**config.mk**
```make
export PLATFORM = sky130hd
export DESIGN_NAME = reg_scoreboard
export DESIGN_NICKNAME = d
export VERILOG_FILES = /design/src/rtl/decode_pkg.sv /design/src/rtl/sb_counter.sv /design/src/rtl/reg_scoreboard.sv
export SDC_FILE = /design/constraint.sdc
export NUM_CORES = 1
export LEC_CHECK = 0
export ABC_CLOCK_PERIOD_IN_PS = 3600
export CAP_MARGIN = 25
export CORE_MARGIN = 2
export CORE_UTILIZATION = 45
export CTS_CLUSTER_DIAMETER = 80
export DETAILED_ROUTE_END_ITERATION = 8
export GPL_ROUTABILITY_DRIVEN = 0
export PLACE_DENSITY = 0.64
export SLEW_MARGIN = 20
export SYNTH_ARGS = -nofsm -noshare
export SYNTH_HDL_FRONTEND = slang
export SYNTH_HIERARCHICAL = 1
export SYNTH_SLANG_ARGS = --single-unit
```
**constraint.sdc**
```tcl
create_clock -name clock -period 3.6 [get_ports clock]
set_clock_uncertainty 0.2 [all_clocks]
set_input_delay 0.72 -clock clock [delete_from_list [all_inputs] [get_ports clock]]
set_output_delay 0.72 -clock clock [all_outputs]
set_load 0.01 [all_outputs]
```
**src/rtl/decode_pkg.sv**
```systemverilog
// Shared decode/scoreboard types: register address width, scoreboard FSM states, counter type.
// No logic; sizing helpers only.
// Consumers derive their own counter width from MAX_INFLIGHT through sb_count_width().
package decode_pkg;

   localparam int REG_ADDR_W          = 5;
   localparam int SB_MAX_INFLIGHT_DEF = 3;

   // Pending-write counter width needed to hold 0..max_inflight.
   function automatic int sb_count_width(input int max_inflight);
      return (max_inflight < 1) ? 1 : $clog2(max_inflight + 1);
   endfunction

   localparam int SB_COUNT_W = sb_count_width(SB_MAX_INFLIGHT_DEF);

   typedef logic [REG_ADDR_W-1:0] reg_addr_t;

   // Pending-write count for the default in-flight depth.
   typedef logic [SB_COUNT_W-1:0] sb_count_t;

   typedef enum logic {
      RUN   = 1'b0,
      DRAIN = 1'b1
   } sb_state_t;

endpackage

```
**src/rtl/sb_counter.sv**
```systemverilog
// Purpose: one register's pending-write counter, saturating at MAX_INFLIGHT and at zero.
// Latency: the count updates on the clock edge after inc_i/dec_i.
// Backpressure: none; the caller gates inc_i and dec_i, and simultaneous inc_i and dec_i cancel.
module sb_counter
   import decode_pkg::*;
#(
   parameter int MAX_INFLIGHT = SB_MAX_INFLIGHT_DEF,
   parameter int CNT_W        = sb_count_width(MAX_INFLIGHT)
)(
   input  logic             clock,
   input  logic             reset,
   input  logic             inc_i,
   input  logic             dec_i,
   output logic [CNT_W-1:0] count_o
);

   localparam logic [CNT_W-1:0] MAX_CNT = CNT_W'(MAX_INFLIGHT);

   logic [CNT_W-1:0] count_q, count_d;

   // Next count: a lone inc or dec moves the count; both together leave it unchanged.
   always_comb begin
      count_d = count_q;
      if (inc_i && !dec_i && (count_q != MAX_CNT)) begin
         count_d = count_q + 1'b1;
      end else if (dec_i && !inc_i && (count_q != '0)) begin
         count_d = count_q - 1'b1;
      end
   end

   // Count register with synchronous reset.
   always_ff @(posedge clock) begin
      if (reset) begin
         count_q <= '0;
      end else begin
         count_q <= count_d;
      end
   end

   assign count_o = count_q;

endmodule

```
**src/rtl/reg_scoreboard.sv**
```systemverilog
// Purpose: register scoreboard tracking outstanding writes per architectural register; macro SCOREBOARD_BYPASS_EN.
// Latency: issue_ready is combinational from registered counts; counts, busy and flush_done update one edge later.
// Backpressure: issue_ready drops on RAW hazard, destination saturation, or while draining.
module reg_scoreboard
   import decode_pkg::*;
#(
   parameter int NUM_REGS     = 32,
   parameter int MAX_INFLIGHT = SB_MAX_INFLIGHT_DEF
)(
   input  logic                  clock,
   input  logic                  reset,
   input  logic                  issue_valid,
   input  logic [REG_ADDR_W-1:0] issue_rs1,
   input  logic [REG_ADDR_W-1:0] issue_rs2,
   input  logic [REG_ADDR_W-1:0] issue_rd,
   input  logic                  issue_we,
   output logic                  issue_ready,
   input  logic                  wb_valid,
   input  logic [REG_ADDR_W-1:0] wb_addr,
   input  logic                  flush_req,
   output logic                  flush_done,
   output logic                  busy,
   output logic                  wb_error
);

   localparam int               CNT_W     = sb_count_width(MAX_INFLIGHT);
   localparam int               ADDR_SPAN = 2 ** REG_ADDR_W;
   localparam logic [CNT_W-1:0] MAX_CNT   = CNT_W'(MAX_INFLIGHT);
   localparam logic [CNT_W-1:0] ONE_CNT   = CNT_W'(1);

   // Counts indexed by the full address space; untracked entries (x0 and
   // anything at or above NUM_REGS) are tied to zero so lookups stay simple.
   logic [CNT_W-1:0] cnt_all [ADDR_SPAN];

   logic             issue_fire;
   logic [CNT_W-1:0] cnt_rs1, cnt_rs2, cnt_rd, cnt_wb;
   logic             fwd_rs1, fwd_rs2;
   logic             haz_rs1, haz_rs2, sat_rd;
   logic             busy_c, drained_after;

   sb_state_t state_q, state_d;
   logic      flush_done_q, flush_done_d;
   logic      wb_error_q, wb_error_d;

   assign issue_fire = issue_valid & issue_ready;

   for (genvar r = 0; r < ADDR_SPAN; r++) begin : g_reg
      if ((r >= 1) && (r < NUM_REGS)) begin : g_trk
         logic inc, dec;
         assign inc = issue_fire && issue_we && (issue_rd == REG_ADDR_W'(r));
         assign dec = wb_valid && (wb_addr == REG_ADDR_W'(r)) && (cnt_all[r] != '0);
         sb_counter #(
            .MAX_INFLIGHT (MAX_INFLIGHT),
            .CNT_W        (CNT_W)
         ) u_cnt (
            .clock   (clock),
            .reset   (reset),
            .inc_i   (inc),
            .dec_i   (dec),
            .count_o (cnt_all[r])
         );
      end else begin : g_zero
         assign cnt_all[r] = '0;
      end
   end

   assign cnt_rs1 = cnt_all[issue_rs1];
   assign cnt_rs2 = cnt_all[issue_rs2];
   assign cnt_rd  = cnt_all[issue_rd];
   assign cnt_wb  = cnt_all[wb_addr];

`ifdef SCOREBOARD_BYPASS_EN
   // The last outstanding write to a source retires this cycle and the
   // writeback path forwards its value, so the source is already usable.
   assign fwd_rs1 = wb_valid && (wb_addr == issue_rs1) && (cnt_rs1 == ONE_CNT);
   assign fwd_rs2 = wb_valid && (wb_addr == issue_rs2) && (cnt_rs2 == ONE_CNT);
`else
   // No forwarding: a source waits until its count is registered as zero.
   assign fwd_rs1 = 1'b0;
   assign fwd_rs2 = 1'b0;
`endif

   // x0 always reads a zero count, so it never hazards or saturates.
   assign haz_rs1 = (cnt_rs1 != '0) && !fwd_rs1;
   assign haz_rs2 = (cnt_rs2 != '0) && !fwd_rs2;
   assign sat_rd  = issue_we && (issue_rd != '0) && (cnt_rd == MAX_CNT);

   // Busy from registered counts; drained means every count is zero once this cycle's writeback lands.
   always_comb begin
      busy_c        = 1'b0;
      drained_after = 1'b1;
      for (int r = 0; r < ADDR_SPAN; r++) begin
         if (cnt_all[r] != '0) begin
            busy_c = 1'b1;
            if (!(wb_valid && (wb_addr == REG_ADDR_W'(r)) && (cnt_all[r] == ONE_CNT))) begin
               drained_after = 1'b0;
            end
         end
      end
   end

   assign busy = busy_c;

   // Sticky error: any writeback that finds no outstanding write to retire.
   always_comb begin
      wb_error_d = wb_error_q;
      if (wb_valid && (cnt_wb == '0)) begin
         wb_error_d = 1'b1;
      end
   end

   // FSM next state and issue gating; issue is blocked for the whole drain.
   always_comb begin
      state_d      = state_q;
      flush_done_d = 1'b0;
      issue_ready  = 1'b0;
      case (state_q)
         RUN: begin
            issue_ready = !haz_rs1 && !haz_rs2 && !sat_rd;
            if (flush_req) begin
               state_d = DRAIN;
            end
         end
         DRAIN: begin
            if (drained_after) begin
               state_d      = RUN;
               flush_done_d = 1'b1;
            end
         end
         default: begin
            state_d = RUN;
         end
      endcase
   end

   // State, completion pulse and error flag; reset overrides all same-cycle activity.
   always_ff @(posedge clock) begin
      if (reset) begin
         state_q      <= RUN;
         flush_done_q <= 1'b0;
         wb_error_q   <= 1'b0;
      end else begin
         state_q      <= state_d;
         flush_done_q <= flush_done_d;
         wb_error_q   <= wb_error_d;
      end
   end

   assign flush_done = flush_done_q;
   assign wb_error   = wb_error_q;

endmodule

```
Word level (Yosys, flattened, before mapping)
Index checks and enable logic that the tools add are counted.
{"block": "word_totals", "reg_bits": 65, "latchBits": 0, "mem_bits_rw": 0, "romBits": 0, "input_bits": 26, "output_inout_bits": 4, "elab_cells": 789, "n_memories": 0}
{"block": "classes", "add_sub_neg": 62, "mul": 0, "div": 0, "n_lt_le_gt_ge": 4, "n_eq_ne": 125, "n_shift": 0, "mux": 172, "n_bitwise": 6, "n_reduce_logical": 386}
{"op": "$logic_and 1x1->1", "count": 254}
{"op": "$eq 5x5->1 const B", "count": 32}
{"op": "$mux 2", "count": 70}
{"op": "$reduce_bool 2->1", "count": 64}
{"op": "$mux 1", "count": 97}
{"op": "$eq 5x4->1 const B", "count": 16}
{"op": "$logic_not 1->1", "count": 65}
{"op": "$add 2x1->2 const B", "count": 31}
{"op": "$eq 2x1->1 const B", "count": 31}
{"op": "$ne 2x2->1 const B", "count": 31}
{"op": "$sub 2x1->2 const B", "count": 31}
{"op": "$bmux 2 s5", "count": 4}
{"op": "$eq 5x3->1 const B", "count": 8}
{"op": "$ge 6x6->1 const B", "count": 4}
{"op": "$not 5->6", "count": 4}
{"op": "$eq 5x2->1 const B", "count": 4}
{"op": "$eq 5x1->1 const B", "count": 2}
{"op": "$reduce_bool 5->1", "count": 1}
{"op": "$eq 2x2->1 const B", "count": 1}
{"op": "$logic_not 2->1", "count": 1}
{"op": "$pmux 1 s2", "count": 1}
{"op": "$reduce_or 2->1", "count": 1}
{"op": "$and 1x1->1", "count": 1}
{"op": "$not 1->1", "count": 1}

Logic depth before layout (Yosys ltp)
Gate-level depths: netlist of run 1.
{"block": "depth", "depth_word": 67, "mapped_depth": 13, "depth_no_buf": 9}

Cells and area by module
The synthesis of run 1 kept the hierarchy.
{"module": "sb_counter", "instances": 31, "cells_each": 12, "area_per_inst_um2": 103.8, "seq_area_each_um2": 40.0}
{"module": "reg_scoreboard", "instances": 1, "cells_each": 389, "area_per_inst_um2": 3031.7, "seq_area_each_um2": 60.1}

Worst setup path before layout of run 1
OpenSTA, ideal clock, no wires.
{"block": "synth_path", "path_type": "input to output", "start": "in issue_rs1[2]", "end": "out issue_ready", "arrival_time_ns": 2.355, "required_time_ns": 2.680, "slack_ns": 0.325, "path_stages": 7, "path_buffers": 1, "cell_sequence": "inv_2 -> mux4_1 -> mux4_2 -> a2bb2oi_2 -> nand4_4 -> buf_12 -> a21oi_2"}
{"block": "synth_between", "elab_chain_cells": 9}
{"element": "start: declaration", "line": "reg_scoreboard.sv:13", "source": "input logic [REG_ADDR_W-1:0] issue_rs1,"}
{"element": "$not 5->6 (not written as such)", "line": "reg_scoreboard.sv:67", "source": "assign cnt_rs1 = cnt_all[issue_rs1];"}
{"element": "$bmux 2 s5", "line": "reg_scoreboard.sv:67"}
{"element": "$mux 2 (not written as such) (2 in series)", "line": "reg_scoreboard.sv:67"}
{"element": "$reduce_bool 2->1", "line": "reg_scoreboard.sv:84", "source": "assign haz_rs1 = (cnt_rs1 != '0) && !fwd_rs1;"}
{"element": "$logic_not 1->1", "line": "reg_scoreboard.sv:119", "source": "issue_ready = !haz_rs1 && !haz_rs2 && !sat_rd;"}
{"element": "$logic_and 1x1->1 (2 in series)", "line": "reg_scoreboard.sv:119"}
{"element": "$mux 1", "line": "reg_scoreboard.sv:117", "source": "case (state_q)"}
{"element": "end: declaration", "line": "reg_scoreboard.sv:17", "source": "output logic issue_ready,"}
No other way between the ends. The select of a mux whose other input is x is not followed.

Worst setup path after layout of run 1
{"block": "layout_path", "start": "in issue_rd[3]", "end": "out issue_ready"}
{"block": "layout_between", "elab_chain_cells": 9, "word_cells_on_any_way": 11, "classes_between": "eq/ne (1); mux (4); bitwise (1); reduce/logical (5)"}
{"element": "start: declaration", "line": "reg_scoreboard.sv:15", "source": "input logic [REG_ADDR_W-1:0] issue_rd,"}
{"element": "$not 5->6 (not written as such)", "line": "reg_scoreboard.sv:69", "source": "assign cnt_rd = cnt_all[issue_rd];"}
{"element": "$bmux 2 s5", "line": "reg_scoreboard.sv:69"}
{"element": "$mux 2 (not written as such) (2 in series)", "line": "reg_scoreboard.sv:69"}
{"element": "$eq 2x2->1", "line": "reg_scoreboard.sv:86", "source": "assign sat_rd = issue_we && (issue_rd != '0) && (cnt_rd == MAX_CNT);"}
{"element": "$logic_and 1x1->1 (*)", "line": "reg_scoreboard.sv:86"}
{"element": "$logic_not 1->1 (*)", "line": "reg_scoreboard.sv:119"}
{"element": "$logic_and 1x1->1 (*)", "line": "reg_scoreboard.sv:119"}
{"element": "$mux 1 (*)", "line": "reg_scoreboard.sv:117"}
Mark *: on every way between the ends. The rest lies on a longest branch, timed or not. The select of a mux whose other input is x is not followed.

==> results of run 1 <==
## registers in the layout, summed over array words and instances (netlist names)
register and cells:
wb_error 1, g.g_trk.u_cnt/count_o 62, flush_done 1, state_q 1
## cells by family (layout without fill, tap and decap cells)
group           count (synthesis)  in the layout  share of synthesized area [%]
compound gates                202            202                          24.46
buf+inv                        46            172                          4.563
flops                          65             65                          20.82
mux                            33             33                          10.39
simple gates                  415            415                          39.77
## report_power, final
group / switching (uW) / total, uW / internal [uW]
Combinational: 213 / 353 / 140
Clock: 335 / 941 / 606
Sequential: 5.81 / 730 / 724
Total: 554 / 2020 / 1470
## routing by layer
metal	track usage, %	part of all wire, %	vias to the layer above	wire [um]
met5	0	0.056	-	13
met3	7.959	11	106	2556
met1	39.33	39	3392	8978
met4	14.51	4.5	2	1055
met2	49.58	46	444	10600
li1	-	-	3160	-
## through the flow
stage	instance area (um2)	setup slack (ps)	TNS, ps	hold slack (ps)	power (uW)
final	7963	51.29	0	345.0	2024
after global routing	7963	-0.7343	-0.9432	392.9	2082
after CTS	7800	-113.8	-113.8	343.6	2010
after detailed placement	7433	-621.9	-27140	332.9	1067
after global placement	7433	-551.1	-21330	324.9	1062
after floorplan	6251	324.9	0	255.9	936.3
## worst reg2reg max path, cell delays in order, from the launching register on
cell and delay [ps]:
dfxtp_1 530, nor2_1 200, mux4_1 510, mux4_2 490
a2bb2oi_2 160, nand4_4 110, buf_8 330, nor4_2 110
buf_4 150, buf_4 130, nand3b_1 180, a221oi_2 250
## cell usage in the layout, fill, tap and decap left out, drive strengths merged, types with 3 or more instances in the layout
cell,n
nand3,12
a211oi,7
a21oi,36
clkbuf,14
o22ai,4
a31oi,3
a311oi,3
o21ai,76
nand2b,75
o32a,8
nor2,78
mux2i,6
nand4,9
clkdlybuf4s50,23
nand4b,4
o31ai,9
a211o,3
nor3,44
a221oi,33
inv,7
nand4bb,3
or2,6
or4,3
nor4,49
o21a,8
mux4,23
nand2,57
mux2,4
buf,122
nor2b,37
nand3b,32
dfxtp,65
## worst max-delay path by stage
stage | end | depth (start not counted) | start
3_3_place_gp | issue_ready | 9 | issue_rd[0]
6_report | issue_ready | 9 | issue_rd[3]
4_1_cts | issue_ready | 9 | issue_rd[1]
3_5_place_dp | g_reg[26].g_trk.u_cnt/count_o[0] | 12 | issue_rs1[2]
5_1_grt | g_reg[4].g_trk.u_cnt/count_o[0] | 12 | issue_rd[3]
2_1_floorplan | issue_ready | 7 | issue_rs1[2]
## cell type report
class	count	share of cell area (%)
Sequential cell	65	16.36
Inverter	7	0.3614
Timing Repair Buffer	150	15.85
Clock inverter	2	0.4400
Multi-Input combinational cell	650	60.64
Clock buffer	13	3.520
Tap cell	180	2.828
## timing repair
| item | in CTS | in global routing |
|---|---|---|
| hold buffers | 0 | 0 |
| buffers inserted | 0 | 0 |
| resized for setup | 10 | 34 |
| endpoints found under the hold margin | 0 | 0 |
| pin swaps | 3 | 4 |
| cloned | 1 | 1 |
| endpoints found under the setup margin | 60 | 49 |
==> results_dict.tcl, run 1 <==
set metrics [dict create \
    first_iter_violations 873 \
    fin_cells 1067 \
    slowest_delay_ps 540 \
    status "completed" \
    worst_pin_slew_ps 646.2 \
    cts_tree "done" \
    overflow 0 \
    row_count 43 \
    path_buf_inv 3 \
    slowest_stage "or4_4" \
    fp.dieW_um 121.9 \
    antenna_found_initial 1 \
    regArea_mm2 0.001303 \
    dp_hpwl_um 17410 \
    synth_nets 787 \
    wirelength_um 23200 \
    drv_cap 0 \
    r2r_start "g_reg[27].g_trk.u_cnt/count_o[1]" \
    grt_max_degree 42 \
    gr-usage-all-layers_pct 31.08 \
    clk_latency_ps 350 \
    max_slew_margin_pct 56.52 \
    path_cells "clkdlybuf4s50_1 > buf_6 > or2_1 > a221oi_2 > or4_4 > a31oi_4 > nand2b_1 > a21oi_2 > buf_2" \
    finalHoldViolCount 0 \
    drive_gt1_share_pct 27.96 \
    start_kind "input pin" \
    fin_util_pct 58.04 \
    ys_types 64 \
    nFillCells 1248 \
    first_pass_iters 6 \
    reg2reg_depth 11 \
    io_pins 30 \
    cts_buffers 9 \
    htreeDepth 3 \
    ys_seq_elements 65 \
    setup_viol 0 \
    core-area_mm2 0.01372 \
    grt_pass1_wl_um 35450 \
    cp_top_family "simple AND/OR/NAND/NOR gates" \
    max_freq_mhz 281.8 \
    grt_pass1_vias 6695 \
    die_area_mm2 0.01485 \
    timing.final.crit_share_pct 98.58 \
    synth_cells 761 \
    worstHoldEndpoint "g_reg[15].g_trk.u_cnt/count_o[1]" \
    worstSetupPathType "in -> out" \
    end_kind "output pin" \
    synth_area_leaders "dfxtp_1 21%, a221oi_2 7.7%, nand2b_1 7.5%, nor4_2 6.0%, mux4_2 5.8%" \
    vias 7104 \
    synth_area_mm2 0.006251 \
    reg2reg_to "g_reg[26].g_trk.u_cnt/count_o[0]" \
    power_density_mw_per_mm2 254.2 \
    clock-sinks 65 \
    ys_top_cells_by_count "78 x nor2_1, 75 x nand2b_1, 65 x dfxtp_1" \
    cts.path.max_buffers 2 \
    cp_max_fo 7 \
    reg2reg_setup_slack_ps 170 \
    worstHoldPathCells 2 \
    vdd_drop_max_uv 214.6 \
    synth_edf_count 0 \
    synth-main-ff-cell "dfxtp_1" \
    ant_nets 0 \
    yosysSeqAreaShare_pct 20.82 \
    holdCritPathClass "reg -> reg" \
    yosys_warnings 6 \
    multi_input_area_mm2 0.004828 \
    min-delay-start "g_reg[15].g_trk.u_cnt/count_o[1]" \
    chipHeight_um 121.9 \
    min_period_ps 3549 \
    synth_area_leader_cell "dfxtp_1" \
    cp.arrival_ps 2630 \
    placed_cells 1050 \
    async_flop_share_pct 0 \
    root_buffer "clkbuf_16" \
    drc 0 \
    critPathRequiredTime_ps 2680 \
    io_buffers 29 \
    avgSynthCellArea_um2 8.214 \
    nNetsFinal 909 \
    route.detailed.wl_per_inst_um 21.74 \
    initial_core_util_pct 45.56 \
    p_leak_uw 0.002527 \
    post-synth-top-area-fraction_pct 20.82 \
    finalMaxSlewViolations 0 \
    vias_per_cell 6.658 \
    areaGrowthSynthToFinish_pct 27.38 \
    synth.most_common_cell "nor2_1" \
    antenna-diode-count 0 \
    path_clk_slew_ps 60 \
]
Note: power is estimated with default switching activity, not from simulation.
==> run 2: changes to the inputs <==
- CELL_PAD_IN_SITES_DETAIL_PLACEMENT: unset -> 1
- CELL_PAD_IN_SITES_GLOBAL_PLACEMENT: unset -> 2
- CORE_UTILIZATION: 45 -> 38
- PLACE_DENSITY: 0.64 -> 0.85
- SYNTH_HIERARCHICAL: 1 -> unset
==> run 2 against run 1 <==
Net effect:
- fmax shrank 1.3%
- global-route usage rose by 2.1 points
- clock power is 4.3% lower
- core utilization decreased by 8.4 points
- critical path depth decreased by 2
- power increased by 25%
- synthesized cell count up 35%
- via count increased by 31%
- combinational power grew 140%
- final cell count increased by 38%
- non-clock buffer count up 68
- highest routed layer is now met4
- first-iteration DRC count up 3.1%
==> results_dict.tcl, run 2 <==
set metrics [dict create \
    status "completed" \
    path_clk_slew_ps 60 \
    finalMaxSlewViolations 0 \
    row_count 52 \
    synth_edf_count 0 \
    ys_seq_elements 65 \
    worst_pin_slew_ps 688.3 \
    synth_nets 1148 \
    synth_area_mm2 0.007770 \
    ys_top_cells_by_count "142 x nor2_1, 93 x ha_1, 85 x inv_1" \
    holdCritPathClass "reg -> reg" \
    critPathRequiredTime_ps 2680 \
    nNetsFinal 1321 \
    drive_gt1_share_pct 21.39 \
    layout_setup_ws_ps 3.413 \
    vias 9290 \
    synth-main-ff-cell "dfxtp_1" \
    avgSynthCellArea_um2 7.551 \
    ant_nets 0 \
    power_uw 2523 \
    io_pins 30 \
    first_pass_iters 5 \
    yosysSeqAreaShare_pct 16.75 \
    dp_hpwl_um 27860 \
    async_flop_share_pct 0 \
    max_slew_margin_pct 54.11 \
    timing.final.crit_share_pct 99.91 \
    end_kind "output pin" \
    drv_cap 0 \
    yosys_warnings 0 \
    overflow 0 \
    vias_per_cell 6.294 \
    hold_buffers 0 \
    start_kind "input pin" \
    route.detailed.wl_per_inst_um 24.41 \
    fp.dieW_um 147.0 \
    synth_cells 1029 \
    first_iter_violations 900 \
    cts.path.max_buffers 2 \
    path_cells "clkbuf_4 > mux4_2 > mux2_2 > a2111o_1 > and4b_4 > and2_4 > buf_6" \
    power_density_mw_per_mm2 251.8 \
    fin_cells 1476 \
    clk_latency_ps 350 \
    setup_viol 0 \
    drc 0 \
    antenna-diode-count 0 \
    grt_pass1_wl_um 55000 \
    worstSetupPathType "in -> out" \
    fin_hold_ws_ps 244.5 \
    final_common_cell "buf_4" \
    largest_reg_flops 62 \
    nFillCells 2516 \
    antenna_found_initial 0 \
    mostFrequentLayoutCells "178 x buf_4, 142 x nor2_1, 93 x ha_1" \
    ys_types 76 \
    slowest_delay_ps 520 \
    min_period_ps 3597 \
    cts_buffers 9 \
    post-synth-top-area-fraction_pct 16.75 \
    synth_area_leaders "dfxtp_1 17%, ha_1 15%, nor2_1 6.9%, nor3_1 4.8%, mux2_1 4.5%" \
    cp_max_fo 5 \
    io_buffers 29 \
    regArea_mm2 0.001301 \
    clock-sinks 65 \
    synth_area_leader_cell "dfxtp_1" \
    chipHeight_um 147.0 \
    cp.arrival_ps 2680 \
    root_buffer "clkbuf_16" \
    p_leak_uw 0.004342 \
    max_freq_mhz 278.0 \
    synth.most_common_cell "nor2_1" \
    multi_input_area_mm2 0.005964 \
    cts_tree "done" \
    pre_cts_ws_ps -855.5 \
    finalHoldViolCount 0 \
    slowest_stage "mux4_2" \
    areaGrowthSynthToFinish_pct 28.97 \
    wirelength_um 36030 \
    fin_util_pct 49.68 \
    grt_pass1_vias 9303 \
    vdd_drop_max_uv 213.8 \
    placed_cells 1457 \
    gr-usage-all-layers_pct 33.23 \
    cp_top_family "multiplexers" \
    path_buf_inv 2 \
    grt_max_degree 58 \
    die_area_mm2 0.02161 \
    core-area_mm2 0.02017 \
    initial_core_util_pct 38.52 \
    htreeDepth 3 \
]
## run 2: cell count changes in the layout (fill, tap and decap cells not counted), sizes merged, moves of 33 or more
cell	delta
nor4	-38
a31oi	+44
ha	+93
inv	+79
nor2	+64
o21ai	-48
nand2b	-62
buf	+68
mux2	+33
## run 2: worst reg2reg max path, cell delays in order, from the launching register on
cell	delay, ps
dfxtp_1	320
nor2_1	460
a21oi_1	150
mux4_2	500
a31o_1	240
and4b_4	340
buf_8	320
nand4_1	250
buf_4	210
mux2_1	300
a31oi_1	150
## run 2: per-stage QoR
step           instance area [um2]  TNS (ps)
2_1_floorplan                 7770         0
3_3_place_gp                  9588    -30390
3_5_place_dp                  9588    -34600
4_1_cts                       9945         0
5_1_grt                      10020    -62.14
6_report                     10020         0
## run 2: cell type report
class,instances,area share [%]
inverter,87,3.259
multi-input combinational,821,59.52
clock inverter,4,0.4495
tap,270,3.371
timing repair buffer,218,18.09
clock buffer,11,2.322
sequential,65,12.99
## run 2: what timing repair did
item	in CTS	in global routing
setup endpoints to repair	59	53
resized for setup	31	21
cloned	1	1
buffers inserted	3	0
pin swaps	3	4
## run 2: where the power goes
part	internal, uW	total, uW	switching (uW)	leakage [uW]
registers	745	773	28.2	0.000525
logic	341	849	508	0.00368
clock network	530	901	371	0.000139
## run 2: path summary, 6_finish.rpt
check | start | to | slack [ps] | depth (start not counted)
max | issue_rs1[2] | issue_ready | 3 | 7
min | wb_error | wb_error | 240 | 2
max reg2reg | g_reg[27].g_trk.u_cnt.count_o[1] | g_reg[20].g_trk.u_cnt.count_o[1] | 90 | 10
min reg2reg | wb_error | wb_error | 240 | 2
## run 2: logic make-up after synthesis
| group | synth area share [%] |
|---|---|
| AOI/OAI and AO/OA | 19.90 |
| adders and majority gates | 14.98 |
| buffers and inverters | 7.665 |
| DFF | 16.75 |
| muxes | 13.45 |
| and+or+nand+nor | 27.26 |
## run 2: per-layer routing
layer  global-route usage, %  wire, um  up-vias
met2                   51.60     15710      518
li1                        -         -     4129
met3                   6.522      3797      114
met4                   16.20      1808        0
met1                   44.27     14720     4529
met5                       0         0        -
==> run 3: changes to the inputs <==
- TNS_END_PERCENT: unset -> 30
==> results of run 3 <==
The final DEF is identical to that of run 2; final timing and power are the same.
